### config.mk
export PLATFORM = sky130hd
export DESIGN_NAME = gamepad_conditioner
export DESIGN_NICKNAME = d
export VERILOG_FILES = /design/src/rtl/gamepad_conditioner_pkg.sv /design/src/rtl/gamepad_conditioner_debounce_cell.sv /design/src/rtl/gamepad_conditioner.sv
export SDC_FILE = /design/constraint.sdc
export NUM_CORES = 1
export LEC_CHECK = 0
export BUFFER_PORTS_ARGS = -buffer_cell sky130_fd_sc_hd__buf_4
export CAP_MARGIN = 20
export CORE_ASPECT_RATIO = 0.7
export CORE_MARGIN = 1
export CORE_UTILIZATION = 50
export CTS_CLUSTER_SIZE = 16
export DETAILED_ROUTE_END_ITERATION = 12
export PLACE_DENSITY = 0.66
export SLEW_MARGIN = 10
export SYNTH_ARGS = -nofsm -noshare
export SYNTH_HDL_FRONTEND = slang
export SYNTH_SLANG_ARGS = --single-unit
### constraint.sdc
create_clock -name clock -period 2.25 [get_ports clock]
set_input_delay 0.225 -clock clock [delete_from_list [all_inputs] [get_ports clock]]
set_output_delay 0.225 -clock clock [all_outputs]
set_load 0.05 [all_outputs]
### src/rtl/gamepad_conditioner_pkg.sv
// ---------------------------------------------------------------------------
// gamepad_conditioner_pkg
//   Shared constants for the gamepad input path. The button indices and the
//   default timing values are also used by the maze memory's gamepad decode,
//   so both sides agree on which line is the single-step button.
//   Contents:
//     NUM_BTN_DEF, BTN_STEP         - bus width and step-button index
//     TICK_DIV_DEF, STABLE_SAMPLES_DEF, PULSE_LEN_DEF, RAW_ACTIVE_LOW_DEF
//                                   - default debounce / pulse timing
//     to_pressed()                  - raw line level -> "pressed" (1 = pressed)
// ---------------------------------------------------------------------------
package gamepad_conditioner_pkg;

    localparam int NUM_BTN_DEF        = 12;
    localparam int BTN_STEP           = 11;
    localparam int TICK_DIV_DEF       = 50000;
    localparam int STABLE_SAMPLES_DEF = 4;
    localparam int PULSE_LEN_DEF      = 2;
    localparam int RAW_ACTIVE_LOW_DEF = 1;

    // Map a synchronised raw line to the pressed sense (1 = pressed).
    function automatic logic to_pressed(input logic level, input logic active_low);
        return active_low ? ~level : level;
    endfunction

endpackage

### src/rtl/gamepad_conditioner_debounce_cell.sv
// ---------------------------------------------------------------------------
// gamepad_conditioner_debounce_cell
//   One button: 2-FF synchroniser, polarity fix-up, tick-based debounce
//   counter, registered committed level and a one-cycle press strobe.
//   Ports:
//     clock        in  system clock
//     reset        in  synchronous, active-low reset
//     raw          in  asynchronous raw button line
//     sample_tick  in  debounce sample strobe from the shared prescaler
//     level        out debounced level, 1 = pressed
//     press        out 1-cycle strobe when level goes 0->1
// ---------------------------------------------------------------------------
module gamepad_conditioner_debounce_cell
    import gamepad_conditioner_pkg::*;
#(
    parameter int STABLE_SAMPLES = STABLE_SAMPLES_DEF,
    parameter int RAW_ACTIVE_LOW = RAW_ACTIVE_LOW_DEF
) (
    input  logic clock,
    input  logic reset,
    input  logic raw,
    input  logic sample_tick,
    output logic level,
    output logic press
);

    localparam int   CW       = $clog2(STABLE_SAMPLES + 1);
    localparam logic ACT_LOW  = (RAW_ACTIVE_LOW != 0);
    // Raw line value that means "released"; the synchroniser resets to it so
    // that leaving reset never looks like an edge.
    localparam logic RELEASED = ACT_LOW;

    logic          sync1;
    logic          sync2;
    logic          pressed;
    logic [CW-1:0] cnt;

    assign pressed = to_pressed(sync2, ACT_LOW);

    always_ff @(posedge clock) begin
        if (!reset) begin
            sync1 <= RELEASED;
            sync2 <= RELEASED;
            cnt   <= '0;
            level <= 1'b0;
            press <= 1'b0;
        end else begin
            sync1 <= raw;
            sync2 <= sync1;
            press <= 1'b0;
            if (sample_tick) begin
                if (pressed != level) begin
                    // The tick that would bring cnt to STABLE_SAMPLES commits
                    // directly, so cnt never has to hold that value.
                    if (cnt == CW'(STABLE_SAMPLES - 1)) begin
                        level <= pressed;
                        press <= pressed;
                        cnt   <= '0;
                    end else begin
                        cnt <= cnt + CW'(1);
                    end
                end else begin
                    cnt <= '0;
                end
            end
        end
    end

endmodule

### src/rtl/gamepad_conditioner.sv
// ---------------------------------------------------------------------------
// gamepad_conditioner
//   Input stage in front of the maze memory: synchronises and debounces every
//   gamepad line, reports clean levels and press strobes, and turns presses of
//   the step button into a fixed-width manual_clock pulse.
//   Ports:
//     clock          in  system clock, single domain
//     reset          in  synchronous, active-low reset
//     gamepad_raw    in  [NUM_BTN] asynchronous raw button lines
//     gamepad_input  out [NUM_BTN] debounced levels, 1 = pressed
//     gamepad_press  out [NUM_BTN] 1-cycle strobe per debounced press
//     manual_clock   out step strobe, PULSE_LEN cycles wide
//     sample_tick    out 1-cycle debounce sample strobe
// ---------------------------------------------------------------------------
module gamepad_conditioner
    import gamepad_conditioner_pkg::*;
#(
    parameter int NUM_BTN        = NUM_BTN_DEF,
    parameter int TICK_DIV       = TICK_DIV_DEF,
    parameter int STABLE_SAMPLES = STABLE_SAMPLES_DEF,
    parameter int RAW_ACTIVE_LOW = RAW_ACTIVE_LOW_DEF,
    parameter int STEP_IDX       = BTN_STEP,
    parameter int PULSE_LEN      = PULSE_LEN_DEF
) (
    input  logic               clock,
    input  logic               reset,
    input  logic [NUM_BTN-1:0] gamepad_raw,
    output logic [NUM_BTN-1:0] gamepad_input,
    output logic [NUM_BTN-1:0] gamepad_press,
    output logic               manual_clock,
    output logic               sample_tick
);

    localparam int PW  = $clog2(TICK_DIV);
    localparam int PLW = $clog2(PULSE_LEN + 1);

    logic [PW-1:0]  prescaler;
    logic [PLW-1:0] pulse_cnt;

    // Shared sample-tick prescaler.
    always_ff @(posedge clock) begin
        if (!reset) begin
            prescaler <= '0;
        end else if (prescaler == PW'(TICK_DIV - 1)) begin
            prescaler <= '0;
        end else begin
            prescaler <= prescaler + PW'(1);
        end
    end

    assign sample_tick = (prescaler == PW'(TICK_DIV - 1));

    for (genvar i = 0; i < NUM_BTN; i++) begin : g_btn
        gamepad_conditioner_debounce_cell #(
            .STABLE_SAMPLES (STABLE_SAMPLES),
            .RAW_ACTIVE_LOW (RAW_ACTIVE_LOW)
        ) u_cell (
            .clock       (clock),
            .reset       (reset),
            .raw         (gamepad_raw[i]),
            .sample_tick (sample_tick),
            .level       (gamepad_input[i]),
            .press       (gamepad_press[i])
        );
    end

    // Step pulse: a press only loads the counter when it is idle, so a press
    // landing inside an active pulse neither extends nor restarts it.
    always_ff @(posedge clock) begin
        if (!reset) begin
            pulse_cnt <= '0;
        end else if (pulse_cnt != '0) begin
            pulse_cnt <= pulse_cnt - PLW'(1);
        end else if (gamepad_press[STEP_IDX]) begin
            pulse_cnt <= PLW'(PULSE_LEN);
        end
    end

    assign manual_clock = (pulse_cnt != '0);

endmodule
==> out/metrics.cfg, run 1 <==
[flow_run]
maxCapViolCount = 0

[floorplanning]
fp.coreArea_um2 = 7870
start_util = 0.516
dieArea_um2 = 8490
num_rows = 27
die_w_um = 110
die_h_um = 77.4
io_pins = 40

[synthesis]
synth_nets = 452
synth_area_um2 = 4060
ys_seq_area_frac = 0.503
synth.area.mux_share = 0.00247
yosys_warnings = 0
synth-adder-area-share = 0.0462
synth-async-reset-ratio = 0
synth-simple-area-share = 0.229
synth_xor_area_frac = 0.0561
synth_top_area_cell = dfxtp_1
syn_inst = 423
synth_enable_flop_cells = 0
syn_avg_cell_area_um2 = 9.60
synthTopCellsByArea = dfxtp_1, ha_1, a21oi_1, buf_4, nand2b_1
synth_ff_type = dfxtp_1
synth_compound_area_frac = 0.0869
netlist-cell-type-count = 30
synth_top_area_share = 0.503
synth_seq_cells = 102
synth_top_family_by_area = simple AND/OR/NAND/NOR gates

[clock_network]
ctsHoldBuffers = 0
cts_buffers = 9
clk_pin_slew_ns = 0.07
cts_root_buf = clkbuf_16
cts_tree = done
clk_latency_ns = 0.34
cts_buffer_depth = 2
cts.sinks = 102
htreeDepth = 3

[worst_setup_path]
critPathMaxFanout = 19
path_delay_family = buffers and inverters
worstPathCellList = ha_1 -> nand3_2 -> nand4b_2 -> inv_4 -> buf_12 -> buf_4
cp.depth = 6
worstSetupPathType = reg2out
crit_slowest_cell = dfxtp_1
slowest_delay_ns = 0.39
critPathLaunchType = flop
crit_buf_inv = 3
rr_endpoint = g_btn[10].u_cell.cnt[0]$_SDFFE_PN0N_
r2r-start = prescaler[0]$_SDFF_PP0_
worstPathRequired_ns = 2.03
endpoint_kind = output pin
crit_arrival_ns = 1.91
reg2reg_setup_slack_ns = 0.16
reg2regPathDepth = 6

[timing]
timing.final.ws_setup_ns = 0.117
relSlewSlack = 0.637
fin_skew_ns = 0.00677
rsz0062_at_grt = yes
max_freq_mhz = 469
fin_crit_sh = 0.948
setup_viol = 0
worst-slew-pin-transition_ns = 0.543
slew_viol_final = 0
min_period_ns = 2.13
hold_viol = 0

[power_and_ir_drop]
p_leak_nw = 1.86
p_total_mw = 3.72
ir_drop_mv = 0.573
cellPowerDensity_nw_per_um2 = 806

[routing]
avgViaCountPerCell = 5.21
wire_per_inst_um = 14.0
num_vias = 2823
first_pass_iters = 5
drt_iter0_markers = 151
ant_nets = 0
routed_wl_um = 7570
drc = 0

[final_layout]
final_common_cell = dfxtp_1
num_antenna_cells = 0
design_area_um2 = 4620
syn2layout_area_growth_pct = 13.8
drive_gt1_frac = 0.145
mostFrequentLayoutCells = dfxtp_1, buf_4, a21oi_1, nand2_1, nor2_1
fin_nets = 465
final_cells = 542
post-route-util = 0.587
n_fill_cell = 690

[place]
dp_cells = 525
dp_hpwl_um = 4890
place_area_um2 = 4250
dp_worst_setup_slack_ns = 0.239
place_congestion = 0.812
io_buffers = 39

[hold_path]
hold_path_class = in2reg
hold_start = gamepad_raw[6]
hold_end = g_btn[6].u_cell.sync1$_SDFF_PN1_
hold_path_depth = 2

[global_routing]
grt_max_degree = 38
grt_pass1_wl_um = 11900
antenna_found_initial = 0
grt_overflow = 0
grt_pass1_vias = 2579
grt_usage = 0.181

[outcome]
run_status = finished clean

cell usage after synthesis, types with 6 or more instances:
cell,n
clkbuf_1,12
nand2b_1,25
nor4b_1,12
nor2b_1,12
o21ai_0,12
dfxtp_1,102
and3_1,13
nand3b_1,8
nand3_1,16
buf_2,6
xor2_1,13
buf_4,24
inv_1,12
nand2_1,29
a21oi_1,36
xnor2_1,13
nor2_1,29
ha_1,15
a311oi_1,12
metrics by stage:
step | hold WS [ns] | setup TNS (ns)
2_1_floorplan | 0.326 | 0
3_3_place_gp | 0.389 | 0
3_5_place_dp | 0.391 | 0
4_1_cts | 0.0624 | 0
5_1_grt | 0.0570 | -0.00916
6_report | 0.0679 | 0
how the worst max path moves through the flow:
stage / from / to
6_report: prescaler[0]$_SDFF_PP0_ / sample_tick
5_1_grt: prescaler[0]$_SDFF_PP0_ / g_btn[10].u_cell.cnt[0]$_SDFFE_PN0N_
4_1_cts: prescaler[0]$_SDFF_PP0_ / sample_tick
3_5_place_dp: prescaler[0]$_SDFF_PP0_ / g_btn[10].u_cell.cnt[0]$_SDFFE_PN0N_
3_3_place_gp: prescaler[0]$_SDFF_PP0_ / g_btn[10].u_cell.cnt[0]$_SDFFE_PN0N_
2_1_floorplan: prescaler[0]$_SDFF_PP0_ / g_btn[4].u_cell.cnt[1]$_SDFFE_PN0N_
per-layer routing:
layer	GRT usage	wire length (µm)	vias to the layer above
met5	0	0	-
met2	0.272	3240	59
li1	-	-	1453
met3	0.0613	402	5
met4	0.0520	61	0
met1	0.246	3870	1306
state kept, by name, summed over array words and instances, names as in the netlist:
| register | count |
|---|---|
| g_btn.u_cell.press | 12 |
| g_btn.u_cell.cnt | 36 |
| pulse_cnt | 2 |
| g_btn.u_cell.sync2 | 12 |
| g_btn.u_cell.level | 12 |
| prescaler | 16 |
| g_btn.u_cell.sync1 | 12 |
worst reg2reg max path, stage by stage, from the launching register on:
cell      delay [ns]
dfxtp_1         0.39
ha_1            0.22
nand3_2         0.16
nand4b_2        0.30
buf_4           0.27
or4_1           0.53
a21oi_1         0.15
cell type report:
type                       instances  area [µm²]  area share
clock inverter                     4        95.1      0.0206
multi-input combinational        266        1710       0.369
timing repair buffer              45         368      0.0796
tap                              101         126      0.0273
sequential                       102        2040       0.442
inverter                          12        47.5      0.0103
clock buffer                      12         236      0.0512
report_power, final:
group	internal, mW	switching (mW)	leakage [nW]	total, mW
Combinational	0.0620	0.0938	0.871	0.156
Clock	1.09	0.624	0.161	1.71
Sequential	1.84	0.0205	0.828	1.86
Total	2.99	0.739	1.86	3.72
logic make-up (layout without fill, tap and decap cells):
logic type / count (synthesis) / after routing
multiplexers: 1 / 1
flip-flops: 102 / 102
buffers and inverters: 55 / 73
AND/OR/NAND/NOR: 163 / 163
AO/OA/AOI/OAI: 61 / 61
adder cells (fa/ha/maj): 15 / 15
XOR/XNOR: 26 / 26
repair_timing:
| action | 4_1_cts | 5_1_grt |
|---|---|---|
| buffers inserted | 0 | 0 |
| gates cloned | 0 | 1 |
| resized for setup | 1 | 4 |
| hold endpoints to repair | 0 | 0 |
| setup endpoints to repair | 1 | 1 |
Note: power is estimated with default switching activity, not from simulation.
==> inputs of run 2 (changes only) <==
CORE_ASPECT_RATIO = not set   (was 0.7)
CORE_UTILIZATION = 58   (was 50)
PLACE_DENSITY = 0.75   (was 0.66)
RECOVER_POWER = 25   (was not set)
==> run 2 against run 1 <==
Combinational power barely moved. Utilization up 6.5 points. Worst setup slack worse by 0.043 ns. Cell count is 1.1% lower. Power down 18%. Final area shrank 4.2%. Critical path depth unchanged. Die area down 14%.
==> out/metrics.cfg, run 2 (same netlist as run 1, synthesis figures left out) <==
[routing]
routed.top_layer = met4
drc = 0  ; unchanged
wl_met2_um = 3370  ; +4.0%
avgViaCountPerCell = 5.28  ; +1.4%
wire_per_inst_um = 13.0  ; -6.6%
routed_wl_um = 6990  ; -7.6%
num_vias = 2830  ; +0.25%
ant_nets = 0  ; unchanged
drt-met1-wl_um = 3240  ; -16%
drt_iter0_markers = 94  ; -38%
met3_length_um = 309  ; -23%
first_pass_iters = 4  ; -1

[global_routing]
grt_max_degree = 39  ; +2.6%
grt_overflow = 0  ; unchanged
grt_pass1_vias = 2526  ; -2.1%
antenna_found_initial = 0  ; unchanged
grt_usage = 0.198  ; +0.0167
grt_pass1_wl_um = 11300  ; -4.8%

[timing]
fin_crit_sh = 0.967  ; +0.0190
fin_skew_ns = 0.0107  ; +0.00391 ns
timing.final.ws_setup_ns = 0.0739  ; -0.0427 ns
finalSetupTns_ns = 0  ; unchanged
setup_viol = 0  ; unchanged
rsz0062_at_grt = yes
max_freq_mhz = 460  ; -2.0%
relSlewSlack = 0.144  ; -0.493
worst-slew-pin-transition_ns = 1.28  ; +0.742 ns
slew_viol_final = 0  ; unchanged
min_period_ns = 2.18  ; +0.0427 ns
hold_viol = 0  ; unchanged

[worst_setup_path]
worstPathRequired_ns = 2.03  ; about the same
worstSetupPathType = reg2out
endpoint_kind = output pin
crit_arrival_ns = 1.95  ; +0.04 ns
critPathMaxFanout = 38  ; +19
reg2reg_setup_slack_ns = 0.12  ; -0.04 ns
critPathLaunchType = flop

[place]
dp_worst_setup_slack_ns = 0.220  ; -0.0186 ns
place_congestion = 0.775  ; -4.5%
io_buffers = 39  ; unchanged
place_area_um2 = 4260  ; +0.15%
dp_hpwl_um = 4570  ; -6.6%

[final_layout]
n_fill_cell = 565  ; -18%
regArea_um2 = 2040  ; unchanged
fin_nets = 464  ; -0.22%
top_regs = g_btn.u_cell.cnt: 36 flops, prescaler: 16 flops
design_area_um2 = 4430  ; -4.2%
largest_register_ffs = 36  ; unchanged
final_common_cell = dfxtp_1
syn2layout_area_growth_pct = 9.06
largest_register = g_btn.u_cell.cnt
drive_gt1_frac = 0.134  ; -0.0110
mostFrequentLayoutCells = dfxtp_1, a21oi_1, buf_4, nand2_1, nor2_1
multi_input_area_um2 = 1710  ; unchanged
num_antenna_cells = 0  ; unchanged

[clock_network]
htreeDepth = 3  ; unchanged
cts_buffer_depth = 2  ; unchanged
ctsHoldBuffers = 0  ; unchanged
clk_latency_ns = 0.36  ; +0.02 ns
clk_pin_slew_ns = 0.10  ; +0.03 ns
cts_buffers = 9  ; unchanged
cts_tree = done
cts_root_buf = clkbuf_8
cts.sinks = 102  ; unchanged

[floorplanning]
die_w_um = 85.7  ; -22%
num_rows = 30  ; +11%
io_pins = 40  ; unchanged
die_h_um = 85.7  ; +11%
dieArea_um2 = 7340  ; -14%
start_util = 0.598  ; +0.0818
fp.coreArea_um2 = 6790  ; -14%

[flow_run]
maxCapViolCount = 0  ; unchanged

[hold_path]
hold_path_class = in2reg

[outcome]
run_status = finished clean

[power_and_ir_drop]
ir_drop_mv = 0.520  ; -9.4%
p_leak_nw = 1.76  ; -5.4%
cellPowerDensity_nw_per_um2 = 689  ; -15%

run 2: cell count changes in the layout (fill, tap and decap cells not counted), moves of 2 or more:
cell	before	now
inv_6	0	2
clkinvlp_4	0	2
clkbuf_8	0	9
buf_4	43	36
clkbuf_1	3	6
bufinv_16	3	0
clkbuf_16	10	0
run 2: path summary, 6_finish.rpt:
kind / startpoint / to / cells past startpoint
worst max-delay path: prescaler[0]$_SDFF_PP0_ / sample_tick / 6
worst min-delay path: gamepad_raw[7] / g_btn[7].u_cell.sync1$_SDFF_PN1_ / 2
worst max register to register: prescaler[0]$_SDFF_PP0_ / g_btn[0].u_cell.press$_SDFF_PN0_ / 6
worst min register to register: g_btn[3].u_cell.sync1$_SDFF_PN1_ / g_btn[3].u_cell.sync2$_SDFF_PN1_ / 1
run 2: per-stage QoR:
stage	instances	power [mW]	hold slack, ns	util
after floorplan	423	2.00	0.326	-
after global placement	520	2.05	0.388	0.627
after detailed placement	520	2.06	0.392	0.627
after CTS	536	3.09	0.0198	0.653
after global routing	536	3.17	0.0123	0.652
final	536	3.05	0.0385	0.652
run 2: report_power, final:
group | leakage, nW | internal (mW) | total (mW) | switching (mW)
clock | 0.0833 | 0.411 | 1.04 | 0.628
sequential | 0.828 | 1.84 | 1.86 | 0.0199
combinational | 0.848 | 0.0635 | 0.156 | 0.0923
run 2: cell type report:
class                   count  share of cell area
inverters                  12              0.0102
flip-flops and latches    102               0.461
well taps                  96              0.0271
repair buffers             44              0.0769
clock inverters             6              0.0105
multi-input cells         266               0.385
clock buffers              10              0.0288
run 2: worst max-delay path, cell delays in order (launching register included):
cell      delay (ns)
dfxtp_1         0.39
ha_1            0.22
nand3_2         0.16
nand4b_2        0.25
inv_1           0.16
buf_12          0.22
buf_6           0.18
run 2: routing by layer:
layer | track usage | up-vias
met5 | 0 | -
met1 | 0.239 | 1318
met2 | 0.337 | 54
met3 | 0.0674 | 7
li1 | - | 1451
met4 | 0.0545 | 0
run 2: what timing repair did:
item / CTS / global route
gates resized for setup: 2 / 2
setup endpoints to repair: 1 / 6
setup buffers: 0 / 0
hold endpoints to repair: 0 / 0
